===== src/rtl/even_parity_frame_rx.sv =====
// Serial frame receiver for the even parity checker.
// Frame on sin: start(0), DATA_W data bits LSB first, parity bit, stop(1).
// The received word and parity bit are presented in parallel under a
// valid/ready handshake. Parity is not evaluated here; the downstream
// checker does that.
module even_parity_frame_rx #(
  parameter int unsigned DATA_W = 3
) (
  input  logic              clk,
  input  logic              rst_n,
  input  logic              sin,
  input  logic              bit_en,
  output logic [DATA_W-1:0] o_data,
  output logic              o_pb,
  output logic              o_valid,
  input  logic              o_ready,
  output logic              frame_err,
  output logic              overrun,
  output logic              busy
);

  // One extra bit keeps the counter legal when DATA_W = 1.
  localparam int unsigned CW = $clog2(DATA_W) + 1;
  localparam logic [CW-1:0] CNT_LAST = CW'(DATA_W - 1);

  typedef enum logic [1:0] {
    IDLE   = 2'd0,
    DATA   = 2'd1,
    PARITY = 2'd2,
    STOP   = 2'd3
  } state_t;

  state_t            state_q, state_d;
  logic              sin_m, sin_s;
  logic [CW-1:0]     cnt_q;
  logic [DATA_W-1:0] sr_q;
  logic              pb_r;

  // Decoded strobes for the stop-bit sample
  logic stop_smp, frame_ok, slot_free, load, drop_ovr, bad_stop;

  // Two-flop synchronizer; idle-high line so both flops reset to 1
  always_ff @(posedge clk or negedge rst_n) begin
    if (!rst_n) begin
      sin_m <= 1'b1;
      sin_s <= 1'b1;
    end else begin
      sin_m <= sin;
      sin_s <= sin_m;
    end
  end

  // FSM state register
  always_ff @(posedge clk or negedge rst_n) begin
    if (!rst_n) state_q <= IDLE;
    else        state_q <= state_d;
  end

  // FSM next-state logic; advances only on bit strobes
  always_comb begin
    state_d = state_q;
    if (bit_en) begin
      case (state_q)
        IDLE:    if (!sin_s) state_d = DATA;
        DATA:    if (cnt_q == CNT_LAST) state_d = PARITY;
        PARITY:  state_d = STOP;
        STOP:    state_d = IDLE;
        default: state_d = IDLE;
      endcase
    end
  end

  // FSM output decode: busy flag and stop-bit outcome strobes
  always_comb begin
    busy      = (state_q != IDLE);
    stop_smp  = bit_en && (state_q == STOP);
    frame_ok  = stop_smp && sin_s;
    bad_stop  = stop_smp && !sin_s;
    // A slot being accepted on this same edge counts as free.
    slot_free = !o_valid || o_ready;
    load      = frame_ok && slot_free;
    drop_ovr  = frame_ok && !slot_free;
  end

  // Shift register, bit counter and captured parity bit
  always_ff @(posedge clk or negedge rst_n) begin
    if (!rst_n) begin
      cnt_q <= '0;
      sr_q  <= '0;
      pb_r  <= 1'b0;
    end else if (bit_en) begin
      case (state_q)
        IDLE: if (!sin_s) cnt_q <= '0;
        DATA: begin
          for (int unsigned k = 0; k < DATA_W; k++) begin
            if (cnt_q == CW'(k)) sr_q[k] <= sin_s;
          end
          if (cnt_q != CNT_LAST) cnt_q <= cnt_q + CW'(1);
        end
        PARITY:  pb_r <= sin_s;
        default: ;
      endcase
    end
  end

  // Output slot, handshake and error pulses
  always_ff @(posedge clk or negedge rst_n) begin
    if (!rst_n) begin
      o_data    <= '0;
      o_pb      <= 1'b0;
      o_valid   <= 1'b0;
      frame_err <= 1'b0;
      overrun   <= 1'b0;
    end else begin
      frame_err <= bad_stop;
      overrun   <= drop_ovr;
      if (load) begin
        o_data  <= sr_q;
        o_pb    <= pb_r;
        o_valid <= 1'b1;
      end else if (o_valid && o_ready) begin
        o_valid <= 1'b0;
      end
    end
  end

endmodule


===== config.mk =====
export PLATFORM = sky130hd
export DESIGN_NAME = even_parity_frame_rx
export DESIGN_NICKNAME = d
export VERILOG_FILES = /design/src/rtl/even_parity_frame_rx.sv
export SDC_FILE = /design/constraint.sdc
export NUM_CORES = 1
export LEC_CHECK = 0
export BUFFER_PORTS_ARGS = -buffer_cell sky130_fd_sc_hd__buf_2
export CAP_MARGIN = 25
export CORE_MARGIN = 2
export CORE_UTILIZATION = 50
export CTS_CLUSTER_SIZE = 24
export DETAILED_ROUTE_END_ITERATION = 8
export GPL_TIMING_DRIVEN = 1
export PLACE_DENSITY = 0.71
export SETUP_SLACK_MARGIN = 0.02
export SYNTH_ARGS = -nofsm -noshare
export SYNTH_HDL_FRONTEND = slang
export SYNTH_SLANG_ARGS = --single-unit

===== constraint.sdc =====
create_clock -name clk -period 4.4 [get_ports clk]
set_input_delay 0.44 -clock clk [delete_from_list [all_inputs] [get_ports clk]]
set_output_delay 0.44 -clock clk [all_outputs]
set_load 0.01 [all_outputs]

* Word-level counts from Yosys, hierarchy flattened
Cells that the tools add are included.
Word-level totals: flip-flop bits (word level) 18, bits of input ports 5, output and inout port bits 8, word-level logic and storage cells 52
Cells by class: $add $sub $neg 1, equal/unequal tests 9, multiplexer cells 8, reduce and logical (&&, ||, !) cells 21
Operator list (count):
- $reduce_and A3 Y1 | 4
- $pmux W2 S4 | 1
- $logic_and A1 B1 Y1 | 6
- $mux W3 | 2
- $ne A2 B2 Y1 const B | 3
- $pmux W3 S2 | 1
- $reduce_bool A2 Y1 | 3
- $eq A2 B2 Y1 const B | 2
- $mux W2 | 2
- $reduce_and A4 Y1 | 1
- $add A3 B1 Y3 const B | 1
- $eq A3 B1 Y1 const B | 1
- $eq A3 B2 Y1 const B | 1
- $logic_not A1 Y1 | 3
- $logic_not A3 Y1 | 1
- $ne A3 B2 Y1 const B | 1
- $eq A2 B1 Y1 const B | 1
- $logic_not A2 Y1 | 1
- $mux W1 | 2
- $reduce_and A2 Y1 | 1
- $logic_or A1 B1 Y1 | 1

* Logic depth before layout (Yosys ltp)
Gate-level depths: netlist of run 1.
word-level depth 5, gate-level depth with buffers 6, gate-level depth less buffers 5

* Least setup slack after synthesis of run 1
No wires, ideal clock.
path kind register to register, from register state_q[0], to register state_q[1], setup time 0.128 ns, arrival time 1.318 ns, data required time 4.272 ns, setup slack 2.954 ns, cell stages (with the launch flop) 6, buffers on the path 0, clock period less this slack 1.446 ns, cell sequence dfrtp_1 inv_1 ha_1 a21bo_2 a21oi_4 mux2_1
Between the ends: cells in the longest elaborated chain, start to end 3, elaborated cells on any way between the ends 8, classes of those cells 5 x eq/ne; 1 x mux; 2 x reduce/logical
Ends and longest elaborated chain:
- from (decl) | line 33 | state_t state_q, state_d;
- from (signal assigned) | line 56 | else state_q <= state_d;
- $eq A2 B1 Y1 or $logic_not A2 Y1 (tied branches) | line 63 | case (state_q)
- $ne A2 B2 Y1 (no source line)
- $reduce_and A3 Y1 (no source line)
Parallel ways exist; a longest one is shown, timed or not. A chain may end at the register's enable or synchronous reset.

* Final worst setup path of run 1
from register state_q[0], to output busy
Between the ends: cells in the longest elaborated chain, start to end 1
Ends and longest elaborated chain:
- $reduce_bool A2 Y1 | line 75 | busy = (state_q != IDLE);
- to (decl) | line 19 | output logic busy
No other way between the ends.

==> flow_summary.ini, run 1 <==
[die]
die_y_um = 45.9
ioPinCount = 13
die_area_mm2 = 0.00211
row_count = 15
die_w_um = 45.9
core_mm2 = 0.00169
start_util = 0.521

[placed_design]
portBuffers = 12
placedCellCount = 102
postPlaceCellArea_um2 = 953
gp_congestion = 0.852
dp_slack_ns = 2.81
place_hpwl_um = 1210

[grt]
use_met3 = 0.0516
grt_pass1_vias = 569
busiest_layer = met2
grt_remaining_overflow = 0
grt_pass1_wl_um = 2610
grt_usage = 0.178
grt_max_degree = 19
antenna_found_initial = 0
use_met1 = 0.215
use_met2 = 0.272

[synthesis]
synth_top_area_cell = dfrtp_1
postSynthCellCount = 74
synth-main-ff-cell = dfrtp_1
synthAdderAreaFrac = 0.114
synth_area_um2 = 880
synth_area_leaders = dfrtp_1 (46%), ha_1 (11%), mux2_2 (10%), dfstp_2 (6.0%), nand3_1 (4.0%)
avgSynthCellArea_um2 = 11.9
synth_top_family_by_area = simple AND/OR/NAND/NOR gates
synthMuxAreaShare = 0.127
syn_nets = 87
ys_seq_area_frac = 0.515
async_flop_share = 1.00
synth_top_area_share = 0.455
ys_ff_latch = 18
synth_edf_count = 0
synth_compound_area_frac = 0.0555
yosys.area_share.xor_xnor = 0
yosysMostFrequentCell = dfrtp_1
synth_common_cells = dfrtp_1 (16), ha_1 (8), mux2_2 (8)
yosys_warnings = 0
yosys.area_share.simple = 0.159
synth.distinct_cells = 21

[detailed_routing]
via_per_inst = 5.60
wl_per_cell_um = 14.8
drt_iter0_markers = 9
ant_nets = 0
firstDrtPassIters = 4
drt-total-wl_um = 1570
vias = 594
route.detailed.drc = 0

[clock_tree]
cts_setup_buffers = 0
holdBufCountCts = 0
clock_latency_ns = 0.29
h-tree-depth = 1
cts_buffer_depth = 2
cts_resized = 0
clkTransAtPathRegs_ns = 0.10
cts.root.buffer_cell = clkbuf_4
cts_tree = done
clock_sinks = 18
numCtsBuffers = 3

[timing]
rsz0062_at_grt = no
whs_ns = 0.0623
fin_tns_setup_ns = 0
hold_viol = 0
fin_crit_sh = 0.384
fmax_mhz = 592
worst_slew_pin_slew_ns = 0.404
period_needed_ns = 1.69
slew_headroom = 0.730
slew_violations = 0
setup_viol = 0
worst_slack_ns = 2.71
fin_skew_ns = 0.00342

[setup_path]
worstSetupStartpointType = register
worstPathMaxFanout = 5
r2r_setup_slack_ns = 2.81
required_ns = 3.96
crit_type = register to primary output
critPathCaptureType = primary output
cp.arrival_ns = 1.25

[pwr]
swShare = 0.370
p_switching_uw = 230
clkPwrFrac = 0.162
leakage_uw = 0.000498
peakVddDrop_mv = 0.290
powerDensity_mw_per_mm2 = 628
seqPwrFrac = 0.437
combPwrFrac = 0.400
internal_power_uw = 392

[cells_and_area]
fin_area_um2 = 990
nets = 103
area_growth_pct = 12.5
drive_gt1_frac = 0.326
antenna_cells = 0
fin_cells = 106

[status]
status = complete, no violations

[job]
drv_cap = 0

[hold_path]
hp-class = input pin to asynchronous set/reset pin
-- registers in the layout (all words and copies together) (netlist names), 2 cells and up --
name / flops
cnt_q: 3
sr_q: 3
o_data: 3
state_q: 2
-- critical path, stage by stage, from the launching register on --
cell	delay (ns)
dfrtp_1	0.41
inv_1	0.11
ha_1	0.24
inv_1	0.05
buf_2	0.13
-- metal layers --
metal	wire length [µm]	vias up
met1	650	285
met3	61	8
met2	799	19
met5	0	-
met4	53	0
li1	-	282
-- cell usage in the layout, fill, tap and decap left out, types with 2 or more instances in the layout --
| cell type | netlist | layout |
|---|---|---|
| inv_1 | 5 | 5 |
| mux2_2 | 8 | 8 |
| dfstp_2 | 2 | 2 |
| nand4_1 | 3 | 3 |
| ha_1 | 8 | 8 |
| nor2_1 | 5 | 5 |
| dfrtp_1 | 16 | 16 |
| nand2_1 | 5 | 5 |
| nand3_1 | 7 | 7 |
| o21ai_0 | 3 | 3 |
| nand2b_1 | 2 | 2 |
| buf_2 | 0 | 12 |
| clkbuf_4 | 0 | 3 |
-- path summary, 6_finish.rpt --
kind                                        start                     end  cells after the start
max reg2reg                state_q[0]$_DFFE_PN0P_  state_q[1]$_DFFE_PN0P_                      5
min reg2reg                       sin_m$_DFF_PN1_         sin_s$_DFF_PN1_                      0
min                                         rst_n   o_data[1]$_DFFE_PN0P_                      1
max                        state_q[0]$_DFFE_PN0P_                    busy                      4
max in group asynchronous                   rst_n         sin_s$_DFF_PN1_                      1
min in group clk                              sin         sin_m$_DFF_PN1_                      1
-- per-stage QoR --
step,util,total power [µW]
global placement,0.564,504
floorplan,-,445
finish,0.586,622
detailed placement,0.564,528
CTS,0.586,630
global route,0.586,679
-- cells by family after synthesis --
| group | count (synthesis) |
|---|---|
| DFF | 18 |
| and+or+nand+nor | 26 |
| AOI/OAI and AO/OA | 6 |
| buffers and inverters | 6 |
| muxes | 10 |
| adders and majority gates | 8 |
-- power groups by stage --
stage | Combinational (µW) | Sequential [µW] | Clock (µW)
global route | 285 | 282 | 111
floorplan | 171 | 274 | 0
detailed placement | 254 | 275 | 0
CTS | 254 | 271 | 105
global placement | 233 | 271 | 0
finish | 249 | 272 | 101
-- final cells by class --
| type | instances | area [µm²] |
|---|---|---|
| multi-input combinational | 50 | 400 |
| sequential | 18 | 453 |
| timing repair buffer | 12 | 60.1 |
| tap | 17 | 21.3 |
| inverter | 5 | 18.8 |
| fill | 149 | 699 |
| clock buffer | 4 | 36.3 |
Note: power is estimated with default switching activity, not from simulation.
==> run 2: changes to the inputs <==
==> constraint.sdc (replaced) <==
create_clock -name clk -period 1.6 [get_ports clk]
set_input_delay 0.16 -clock clk [delete_from_list [all_inputs] [get_ports clk]]
set_output_delay 0.16 -clock clk [all_outputs]
set_load 0.01 [all_outputs]
==> run 2 against run 1 <==
  * Non-clock buffer count grew 7
  * Clock-buffer cell count is the same
  * Hold slack gained 0.078 ns
  * Global-route usage shrank 2.4 points
  * Total power grew to 2.8 times the previous value
  * Clock power grew to 2.6 times the previous value
  * Worst setup slack lost 2.6 ns
  * First-iteration DRC count shrank 56%
  * Clock skew shrank 0.0019 ns
  * Sequential share of layout area shrank 2.5 points
  * Largest cell class unchanged
==> flow_summary.ini, run 2 (synthesis results as in run 1) <==
[status]
status = complete, no violations

[die]
ioPinCount = 13
die_y_um = 45.9
row_count = 15
die_area_mm2 = 0.00211
core_mm2 = 0.00169
start_util = 0.521
die_w_um = 45.9

[clock_tree]
cts.root.buffer_cell = clkbuf_4
numCtsBuffers = 3
clock_sinks = 18
clkTransAtPathRegs_ns = 0.09
cts_resized = 0
cts_buffer_depth = 2
clock_latency_ns = 0.28
h-tree-depth = 1
cts_tree = done

[setup_path]
r2r_setup_slack_ns = 0.11
r2r_start = state_q[0]$_DFFE_PN0P_
crit_type = register to register
rr_endpoint = state_q[1]$_DFFE_PN0P_
cp.arrival_ns = 1.67
r2r_cells = 5
critPathMaxStageDelay_ns = 0.39
critPathCaptureType = register
endpoint = state_q[1]$_DFFE_PN0P_
worstSetupStartpointType = register
required_ns = 1.77
cp-startpoint = state_q[0]$_DFFE_PN0P_
worstPathMaxFanout = 4
cpMaxStageDelayCell = dfrtp_1
path_cells = inv_1 > ha_1 > a21bo_2 > a21oi_4 > mux2_1

[grt]
use_met1 = 0.191
grt_remaining_overflow = 0
use_met3 = 0.0714
grt_pass1_wl_um = 2280
busiest_layer = met2
grt_usage = 0.153
use_met2 = 0.250
grt_max_degree = 19
antenna_found_initial = 0
grt_pass1_vias = 542

[cells_and_area]
nets = 110
area_growth_pct = 19.1
drive_gt1_frac = 0.354
layout_common_cells = dfrtp_1 (16), buf_2 (12), mux2_2 (8), ha_1 (8), nand3_1 (7)
layout_commonest_cell = dfrtp_1
fin_cells = 113
antenna_cells = 0
top_regs = cnt_q (3), o_data (3), sr_q (3)

[detailed_routing]
route.detailed.drc = 0
via_per_inst = 5.27
firstDrtPassIters = 4
vias = 595
ant_nets = 0
drt_iter0_markers = 4
wl_per_cell_um = 12.0
drt-total-wl_um = 1350

[timing]
hold_viol = 0
fin_tns_setup_ns = 0
fmax_mhz = 670
fin_crit_sh = 0.933
rsz0062_at_grt = no
period_needed_ns = 1.49
slew_headroom = 0.743
setup_viol = 0
fin_skew_ns = 0.00149
slew_violations = 0
worst_slew_pin_slew_ns = 0.386

[pwr]
p_switching_uw = 600
seqPwrFrac = 0.423
internal_power_uw = 1120
peakVddDrop_mv = 1.07
swShare = 0.348
combPwrFrac = 0.423
clkPwrFrac = 0.154
leakage_uw = 0.000531
powerDensity_mw_per_mm2 = 1650

[placed_design]
gp_congestion = 0.889
portBuffers = 12
placedCellCount = 106

[job]
drv_cap = 0

[hold_path]
hp-class = input pin to register
==> run 2: critical path, delay by kind of cell, from the launching register on <==
| kind | cells | cell delay, ns |
|---|---|---|
| flip-flops | 1 | 0.39 |
| AO/OA/AOI/OAI | 2 | 0.36 |
| multiplexers | 1 | 0.33 |
| adder cells (fa/ha/maj) | 1 | 0.21 |
| buffers and inverters | 1 | 0.09 |
==> run 2: how the worst min path moves through the flow <==
| stage | slack [ns] | cells after the start | from | to |
|---|---|---|---|---|
| finish | 0.14 | 3 | bit_en | frame_err$_DFF_PN0_ |
| global route | 0.14 | 3 | bit_en | frame_err$_DFF_PN0_ |
| CTS | 0.13 | 3 | bit_en | frame_err$_DFF_PN0_ |
| detailed placement | 0.10 | 1 | rst_n | overrun$_DFF_PN0_ |
| global placement | 0.11 | 1 | rst_n | cnt_q[0]$_DFFE_PN0P_ |
| floorplan | -0.14 | 0 | rst_n | cnt_q[0]$_DFFE_PN0P_ |
==> run 2: final cells by class <==
class	instances	area [µm²]
timing repair buffer	19	118
tap	17	21.3
clock buffer	4	36.3
inverter	5	18.8
sequential	18	453
multi-input combinational	50	400
fill	141	642
==> run 2: stage by stage <==
stage,hold WS (ns),worst slack (ns),total power [µW],instance area [µm²],utilization
6_report,0.141,0.108,1720,1050,0.620
3_3_place_gp,0.110,0.165,1430,983,0.582
4_1_cts,0.126,0.0820,1740,1040,0.616
2_1_floorplan,-0.136,0.154,1220,880,-
5_1_grt,0.137,0.0436,1900,1050,0.620
3_5_place_dp,0.104,0.0958,1460,983,0.582
==> run 2: repair_timing <==
item | 4_1_cts | 5_1_grt
endpoints found under the setup margin | 0 | 1
hold buffers | 2 | 0
buffers inserted | 0 | 1
hold endpoints to repair | 17 | 0
==> run 2: power by group through the flow <==
stage	logic (µW)	registers (µW)	clock network, µW
global route	845	753	299
floorplan	471	753	0
CTS	729	731	279
detailed placement	721	742	0
global placement	699	733	0
finish	729	729	266
==> run 2: routing by layer <==
metal | wire [µm] | up-vias | part of all wire
met5 | 0 | - | 0
met4 | 0 | 0 | 0
met3 | 60 | 0 | 0.044
met2 | 669 | 11 | 0.49
met1 | 625 | 287 | 0.46
li1 | - | 297 | -
